$ cat src/rtl/exmem_bram_arbiter.sv
// Two-port arbiter/sequencer for the single-port user BRAM with programmable exmem wait states.
// Optional performance counters are enabled by defining EXMEM_BRAM_ARB_PERF_EN.
module exmem_bram_arbiter #(
  parameter int DELAYS = 10,
  parameter int RD_LAT = 1,
  parameter int ADDR_W = 12
) (
  input  logic              clk,
  input  logic              rst_n,
  input  logic              req0,
  input  logic              req1,
  input  logic [3:0]        we0,
  input  logic [3:0]        we1,
  input  logic [ADDR_W-1:0] addr0,
  input  logic [ADDR_W-1:0] addr1,
  input  logic [31:0]       wdata0,
  input  logic [31:0]       wdata1,
  output logic              ack0,
  output logic              ack1,
  output logic [31:0]       rdata,
  output logic [1:0]        owner,
  output logic              bram_en,
  output logic [3:0]        bram_we,
  output logic [ADDR_W-1:0] bram_a,
  output logic [31:0]       bram_di,
  input  logic [31:0]       bram_do,
  output logic [15:0]       grant_cnt0,
  output logic [15:0]       grant_cnt1,
  output logic [15:0]       conflict_cnt
);

  localparam int DW = (DELAYS > 1) ? $clog2(DELAYS) : 1;
  localparam int RW = (RD_LAT > 1) ? $clog2(RD_LAT) : 1;
  localparam logic [DW-1:0] DLY_LAST = DW'((DELAYS > 0) ? DELAYS - 1 : 0);
  localparam logic [RW-1:0] RD_LAST  = RW'((RD_LAT > 0) ? RD_LAT - 1 : 0);

  typedef enum logic [2:0] {
    IDLE   = 3'd0,
    DLY    = 3'd1,
    ISSUE  = 3'd2,
    RDWAIT = 3'd3,
    ACK    = 3'd4
  } state_t;

  function automatic logic [1:0] onehot(input logic id);
    onehot = id ? 2'b10 : 2'b01;
  endfunction

  state_t            state_r, state_nxt_s;
  logic              win_r, win_nxt_s, win_sel_s, last_gnt_r;
  logic [3:0]        we_r, we_nxt_s;
  logic [ADDR_W-1:0] addr_r, addr_nxt_s;
  logic [31:0]       wdata_r, wdata_nxt_s;
  logic [DW-1:0]     dly_cnt_r;
  logic [RW-1:0]     rd_cnt_r;
  logic              cap_s, issue_s, win_req_s;

  logic              ack0_r, ack1_r, bram_en_r;
  logic [1:0]        owner_r;
  logic [3:0]        bram_we_r;
  logic [ADDR_W-1:0] bram_a_r;
  logic [31:0]       bram_di_r, rdata_r;

  // Next-state, winner selection and attribute latch values
  always_comb begin
    state_nxt_s = state_r;
    win_nxt_s   = win_r;
    we_nxt_s    = we_r;
    addr_nxt_s  = addr_r;
    wdata_nxt_s = wdata_r;
    cap_s       = 1'b0;
    // Round-robin on a tie: the port that was not served last wins.
    win_sel_s   = (req0 && req1) ? ~last_gnt_r : req1;
    win_req_s   = win_r ? req1 : req0;
    case (state_r)
      IDLE: begin
        if (req0 || req1) begin
          win_nxt_s   = win_sel_s;
          we_nxt_s    = win_sel_s ? we1 : we0;
          addr_nxt_s  = win_sel_s ? addr1 : addr0;
          wdata_nxt_s = win_sel_s ? wdata1 : wdata0;
          state_nxt_s = (DELAYS > 0) ? DLY : ISSUE;
        end else begin
          state_nxt_s = IDLE;
        end
      end
      DLY: begin
        if (!win_req_s) begin
          state_nxt_s = IDLE;
        end else if (dly_cnt_r == DLY_LAST) begin
          state_nxt_s = ISSUE;
        end else begin
          state_nxt_s = DLY;
        end
      end
      ISSUE: begin
        state_nxt_s = (we_r != 4'h0) ? ACK : RDWAIT;
      end
      RDWAIT: begin
        if (rd_cnt_r == RD_LAST) begin
          cap_s       = 1'b1;
          state_nxt_s = ACK;
        end else begin
          state_nxt_s = RDWAIT;
        end
      end
      ACK: begin
        state_nxt_s = IDLE;
      end
      default: begin
        state_nxt_s = IDLE;
      end
    endcase
    issue_s = (state_nxt_s == ISSUE);
  end

  // State, latched attributes, wait counters and registered outputs
  always_ff @(posedge clk or negedge rst_n) begin
    if (!rst_n) begin
      state_r    <= IDLE;
      win_r      <= 1'b0;
      last_gnt_r <= 1'b1;
      we_r       <= 4'h0;
      addr_r     <= {ADDR_W{1'b0}};
      wdata_r    <= 32'h0000_0000;
      dly_cnt_r  <= {DW{1'b0}};
      rd_cnt_r   <= {RW{1'b0}};
      owner_r    <= 2'b00;
      ack0_r     <= 1'b0;
      ack1_r     <= 1'b0;
      bram_en_r  <= 1'b0;
      bram_we_r  <= 4'h0;
      bram_a_r   <= {ADDR_W{1'b0}};
      bram_di_r  <= 32'h0000_0000;
      rdata_r    <= 32'h0000_0000;
    end else begin
      state_r    <= state_nxt_s;
      win_r      <= win_nxt_s;
      last_gnt_r <= (state_r == ACK) ? win_r : last_gnt_r;
      we_r       <= we_nxt_s;
      addr_r     <= addr_nxt_s;
      wdata_r    <= wdata_nxt_s;
      dly_cnt_r  <= (state_r == DLY) ? dly_cnt_r + DW'(1) : {DW{1'b0}};
      rd_cnt_r   <= (state_r == RDWAIT) ? rd_cnt_r + RW'(1) : {RW{1'b0}};
      owner_r    <= (state_nxt_s != IDLE) ? onehot(win_nxt_s) : 2'b00;
      ack0_r     <= (state_nxt_s == ACK) && !win_nxt_s;
      ack1_r     <= (state_nxt_s == ACK) && win_nxt_s;
      bram_en_r  <= issue_s;
      bram_we_r  <= issue_s ? we_nxt_s : 4'h0;
      bram_a_r   <= issue_s ? addr_nxt_s : {ADDR_W{1'b0}};
      bram_di_r  <= (issue_s && (we_nxt_s != 4'h0)) ? wdata_nxt_s : 32'h0000_0000;
      rdata_r    <= cap_s ? bram_do : rdata_r;
    end
  end

  assign ack0    = ack0_r;
  assign ack1    = ack1_r;
  assign owner   = owner_r;
  assign bram_en = bram_en_r;
  assign bram_we = bram_we_r;
  assign bram_a  = bram_a_r;
  assign bram_di = bram_di_r;
  assign rdata   = rdata_r;

`ifdef EXMEM_BRAM_ARB_PERF_EN
  function automatic logic [15:0] sat_inc(input logic [15:0] v);
    sat_inc = (v == 16'hFFFF) ? v : v + 16'h0001;
  endfunction

  logic [15:0] grant0_r, grant1_r, conflict_r;

  // Saturating grant and conflict counters
  always_ff @(posedge clk or negedge rst_n) begin
    if (!rst_n) begin
      grant0_r   <= 16'h0000;
      grant1_r   <= 16'h0000;
      conflict_r <= 16'h0000;
    end else begin
      grant0_r   <= (state_r == ACK && !win_r) ? sat_inc(grant0_r) : grant0_r;
      grant1_r   <= (state_r == ACK && win_r) ? sat_inc(grant1_r) : grant1_r;
      conflict_r <= (state_r == IDLE && req0 && req1) ? sat_inc(conflict_r) : conflict_r;
    end
  end

  assign grant_cnt0   = grant0_r;
  assign grant_cnt1   = grant1_r;
  assign conflict_cnt = conflict_r;
`else
  assign grant_cnt0   = 16'h0000;
  assign grant_cnt1   = 16'h0000;
  assign conflict_cnt = 16'h0000;
`endif

endmodule

$ cat config.mk
export PLATFORM = sky130hd
export DESIGN_NAME = exmem_bram_arbiter
export DESIGN_NICKNAME = d
export VERILOG_FILES = /design/src/rtl/exmem_bram_arbiter.sv
export SDC_FILE = /design/constraint.sdc
export NUM_CORES = 1
export LEC_CHECK = 0
export ABC_AREA = 1
export ABC_CLOCK_PERIOD_IN_PS = 2200
export CORE_MARGIN = 2
export CORE_UTILIZATION = 44
export DETAILED_ROUTE_END_ITERATION = 6
export PLACE_DENSITY = 0.81
export SYNTH_ARGS = -nofsm -noshare
export SYNTH_HDL_FRONTEND = slang
export SYNTH_SLANG_ARGS = --single-unit
$ cat constraint.sdc
create_clock -name clk -period 2.2 [get_ports clk]
set_clock_uncertainty 0.2 [all_clocks]
set_input_delay 0.44 -clock clk [delete_from_list [all_inputs] [get_ports clk]]
set_output_delay 0.44 -clock clk [all_outputs]
set_load 0.02 [all_outputs]
After elaboration in Yosys (flattened, before gate mapping)
Index checks and enable logic that the tools add are counted.
{"block": "classes", "n_addsub": 2, "n_reduce_logical": 10, "bitwise_logic": 1, "eq_ne": 7, "mux": 28}
{"operator": "$mux 32", "n": 4}
{"operator": "$mux 12", "n": 4}
{"operator": "$mux 4", "n": 5}
{"operator": "$pmux 3 s4", "n": 1}
{"operator": "$eq 3x2->1 const B", "n": 3}
{"operator": "$mux 1", "n": 8}
{"operator": "$mux 2", "n": 4}
{"operator": "$reduce_bool 4->1", "n": 2}
{"operator": "$eq 3x3->1 const B", "n": 2}
{"operator": "$mux 3", "n": 2}
{"operator": "$add 4x1->4 const B", "n": 1}
{"operator": "$eq 4x4->1 const B", "n": 1}
{"operator": "$logic_and 1x1->1", "n": 4}
{"operator": "$eq 3x1->1 const B", "n": 1}
{"operator": "$logic_not 3->1", "n": 1}
{"operator": "$reduce_bool 3->1", "n": 1}
{"operator": "$add 1x1->1 const B", "n": 1}
{"operator": "$logic_not 1->1", "n": 1}
{"operator": "$logic_or 1x1->1", "n": 1}
{"operator": "$not 1->1", "n": 1}
{"block": "word_totals", "elab_cells": 64, "register_bits": 143, "out_inout_bits": 133}

Logic depth before layout (Yosys ltp)
{"block": "logic_depth", "depth_word": 8, "ltp_mapped": 11}

Least setup slack after synthesis
No wires, ideal clock.
{"block": "synth_timing", "path_type": "reg-to-reg", "start": "register last_gnt_r", "end": "register bram_di_r[10], in the netlist bram_di[10]", "t_arrival_ns": 1.494, "path_buffers": 2, "t_required_ns": 1.882, "setup_slack_ns": 0.389, "setup_ns": 0.118, "period_less_slack_ns": 1.811, "stages_incl_launch_ff": 12, "cell_sequence": "dfstp_2 -> nand2_1 -> nand2_2 -> buf_6 -> nand2_1 -> nand3_2 -> nand2_1 -> nor2_2 -> nand2_2 -> nand2_4 -> buf_12 -> nor2_4"}
{"block": "synth_via", "elab_chain_cells": 8, "elab_cells_between_ends": 11, "classes_between": "mux: 8; bitwise: 1; reduce/logical: 2"}
{"item": "start, declared", "line": "50", "rtl": "logic win_r, win_nxt_s, win_sel_s, last_gnt_r;"}
{"item": "start signal, assigned", "line": "139", "rtl": "last_gnt_r <= (state_r == ACK) ? win_r : last_gnt_r;"}
{"item": "$not 1->1", "line": "73", "rtl": "win_sel_s = (req0 && req1) ? ~last_gnt_r : req1;"}
{"item": "$mux 1", "line": "73"}
{"item": "$mux 4", "line": "79", "rtl": "we_nxt_s = win_sel_s ? we1 : we0;"}
{"item": "$mux 4", "line": "77", "rtl": "if (req0 || req1) begin"}
{"item": "$mux 4", "line": "75", "rtl": "case (state_r)"}
{"item": "via we_nxt_s[2]", "line": "51", "rtl": "logic [3:0] we_r, we_nxt_s;"}
{"item": "$reduce_bool 4->1", "line": "151", "rtl": "bram_di_r <= (issue_s && (we_nxt_s != 4'h0)) ? wdata_nxt_s : 32'h0000_0000;"}
{"item": "$logic_and 1x1->1", "line": "151"}
{"item": "$mux 32", "line": "151"}
{"item": "end signal, assigned", "line": "151"}
{"item": "end, declared", "line": "62", "rtl": "logic [31:0] bram_di_r, rdata_r;"}
The timed path passes the listed nets, and every way through them passes these cells.
A chain may end at the register's enable or synchronous reset.

Worst setup path in the final report
{"block": "layout_timing", "start": "register rdata_r[8], in the netlist rdata[8]", "end": "output port rdata[8]"}
{"item": "start, declared", "line": "62"}
{"item": "start signal, assigned", "line": "152", "rtl": "rdata_r <= cap_s ? bram_do : rdata_r;"}
{"item": "end, declared", "line": "20", "rtl": "output logic [31:0] rdata,"}
No word-level cell between the ends.

==> impl_metrics.csv <==
group,metric,value,unit
timing,period_needed,2061,ps
final_layout,syn_to_final_growth,43.90,%
timing,slew_violations,0,
timing,max_freq,485.2,MHz
critical_path,cp.required,1560,ps
synth,synth_seq_area_share,54.70,%
critical_path,critical_path_class,"flop to primary output",
critical_path,r2r_cells,10,
critical_path,r2r_end,"bram_di[7]$_DFF_PN0_",
power_and_ir_drop,p_leak,0.004537,uW
critical_path,startpoint_type,"flop",
clocking,clkTransAtPathRegs,60,ps
global_routing,grt_pass1_wl,24680,um
critical_path,cpPeakStageDelay,650,ps
outcome,status,"finished clean",
final_layout,layout.nets,1088,
routing,wl_met2,7558,um
power_and_ir_drop,vdd_drop_max,516.3,uV
critical_path,r2r-start,"state_r[1]$_DFF_PN0_",
worst_hold_path,hold_depth,2,
clocking,numCtsBuffers,17,
global_routing,grt_overflow,0,
critical_path,r2r_setup_slack,270,ps
routing,met3_wirelength,1229,um
final_layout,diodes,0,
synth,synth_seq_cells,143,
floorplan,die_area,0.01586,sq mm
final_layout,final_common_cell,"nand2_1",
placed_design,post-place-ws,-278.0,ps
routing,initialDrtViolationCount,273,
worst_hold_path,hp-start,"rdata[23]$_DFFE_PN0N_",
synth,syn_area_per_cell,9.051,sq um
clocking,cts_tree,"yes",
timing,rsz0062_at_grt,"false",
timing,setup_viol,0,
floorplan,start_util,45.02,%
floorplan,die_w,126.0,um
routing,ant_nets,0,
critical_path,slowest_stage,"clkdlybuf4s50_1",
timing,setup_ws,139.0,ps
worst_hold_path,hold_end,"rdata[23]$_DFFE_PN0N_",
clocking,cts.sinks,143,
critical_path,critical_path.top_delay_family,"buffers and inverters",
final_layout,final_cell_mix,"nand2_1, clkdlybuf4s50_1, dfrtp_1",
routing,routed_via_density,4.476,
clocking,htree_num_levels,4,
global_routing,grt_pass1_vias,5028,
synth,yosysUniqueCellTypes,30,
routing,drc,0,
placed_design,gp_congestion,0.8041,
critical_path,path_buf_inv,1,
global_routing,grt_max_degree,59,
floorplan,coreArea,0.01453,sq mm
floorplan,fp-row-count,44,
flow_run,maxCapViolations,0,
power_and_ir_drop,power_density,908.6,mW/mm^2
placed_design,port_buffers,216,
placed_design,hpwl,11430,um
critical_path,path_cells,"clkdlybuf4s50_1",
power_and_ir_drop,total_power,8556,uW
global_routing,track_usage,19.80,%
final_layout,layout-drive-gt1-share,15.34,%
timing,hold_viol,0,
global_routing,antenna_found_initial,0,
clocking,clock-root-buffer,"clkbuf_16",
routing,dr.max_layer_used,"met4",
critical_path,crit_path_end_kind,"primary output",
routing,via_count,5143,
routing,drt_wl_total,15450,um
clocking,cts_buffer_depth,2,
critical_path,worstPathMaxFanout,2,
timing,period_share,93.68,%
floorplan,die_y,126.0,um
clocking,clk_latency,420,ps
synth,syn_area,0.006544,sq mm
routing,m1WireLength,6348,um
critical_path,crit_arrival,1420,ps
synth,yosysWarnings,0,
worst_hold_path,min_path_type,"flop to flop",
clocking,cts_resized,0,
floorplan,io_pins,265,
routing,wire_per_inst,13.44,um
routing,dr.pass1.iters,4,
synth,synthCells,723,
-- Yosys cell counts (all sizes together) --
cell type,n,area [sq um]
xnor2,1,8.760
o22ai,1,6.260
nand3,53,285.3
buf,60,478.0
nand3b,4,30.03
inv,69,259.0
or2,44,275.3
dfrtp,142,3553
a31oi,1,6.260
conb,1,3.750
o21ai,2,10.01
a21oi,6,30.03
clkbuf,17,63.81
ha,2,25.02
dfstp,1,26.28
nand4,1,6.260
nor3,2,15.01
nand2,258,988.4
nor2,58,473.0
-- cells by family after synthesis --
kind of cell | synth area share, %
buf+inv | 12.24
fa+ha+maj | 0.3823
simple gates | 31.68
xor+xnor | 0.1339
other cells | 0.05731
compound gates | 0.8032
flops | 54.70
-- layer usage --
metal	GRT usage [%]	vias up
li1	-	2543
met1	24.48	2377
met2	32.80	197
met3	6.669	26
met4	6.529	0
met5	0	-
-- flip-flops by register name (all words and copies together), names as in the netlist, 2 cells and up --
signal,count
bram_di,32
we_r,4
addr_r,12
dly_cnt_r,4
state_r,3
bram_we,4
bram_a,12
owner,2
rdata,32
wdata_r,32
-- layout make-up --
cell class / instances / area, sq um
Multi-Input combinational cell: 481 / 2340
Fill cell: 1171 / 5117
Tap cell: 184 / 230.2
Inverter: 69 / 259.0
Timing Repair Buffer: 242 / 2461
Sequential cell: 143 / 3580
Clock inverter: 11 / 93.84
Clock buffer: 19 / 452.9
-- timing repair --
item	in CTS	in global routing
endpoints found under the hold margin	38	0
buffers inserted	0	0
hold buffers	1	0
-- worst reg2reg max path, cell delays in order, from the launching register on --
cell and delay, ps:
dfrtp_1 450, nor2_4 150, nand2_2 90, nor2_4 250
nand3_2 130, nand2_1 120, nor2_2 50, nand2_2 60
nand2_4 90, buf_12 190, nor2_4 90
-- power breakdown --
| part | switching [uW] | internal (uW) | total, uW |
|---|---|---|---|
| combinational | 1510 | 1070 | 2580 |
| sequential | 172 | 3180 | 3350 |
| clock | 1040 | 1590 | 2630 |
| total | 2720 | 5840 | 8560 |
-- worst max-delay path by stage --
stage | from | to | cells past startpoint | slack (ps)
6_report | rdata[8]$_DFFE_PN0N_ | rdata[8] | 1 | 140
5_1_grt | req1 | bram_di[31]$_DFF_PN0_ | 10 | 10
4_1_cts | rdata[4]$_DFFE_PN0N_ | rdata[4] | 1 | 110
3_5_place_dp | req1 | bram_di[31]$_DFF_PN0_ | 10 | -280
3_3_place_gp | req1 | bram_di[31]$_DFF_PN0_ | 10 | -230
2_1_floorplan | last_gnt_r$_DFFE_PN1N_ | bram_di[10]$_DFF_PN0_ | 11 | 390
-- stage by stage --
stage	hold WS, ps	util, %	area, sq um	instances	setup TNS (ps)
6_report	275.7	64.79	9417	1149	0
5_1_grt	303.6	64.79	9417	1149	0
4_1_cts	280.7	64.79	9417	1149	0
3_5_place_dp	184.8	60.96	8860	1118	-13650
3_3_place_gp	182.3	60.96	8860	1118	-10170
2_1_floorplan	-55.59	-	6720	770	0
Power figures use the tool's default switching activity.
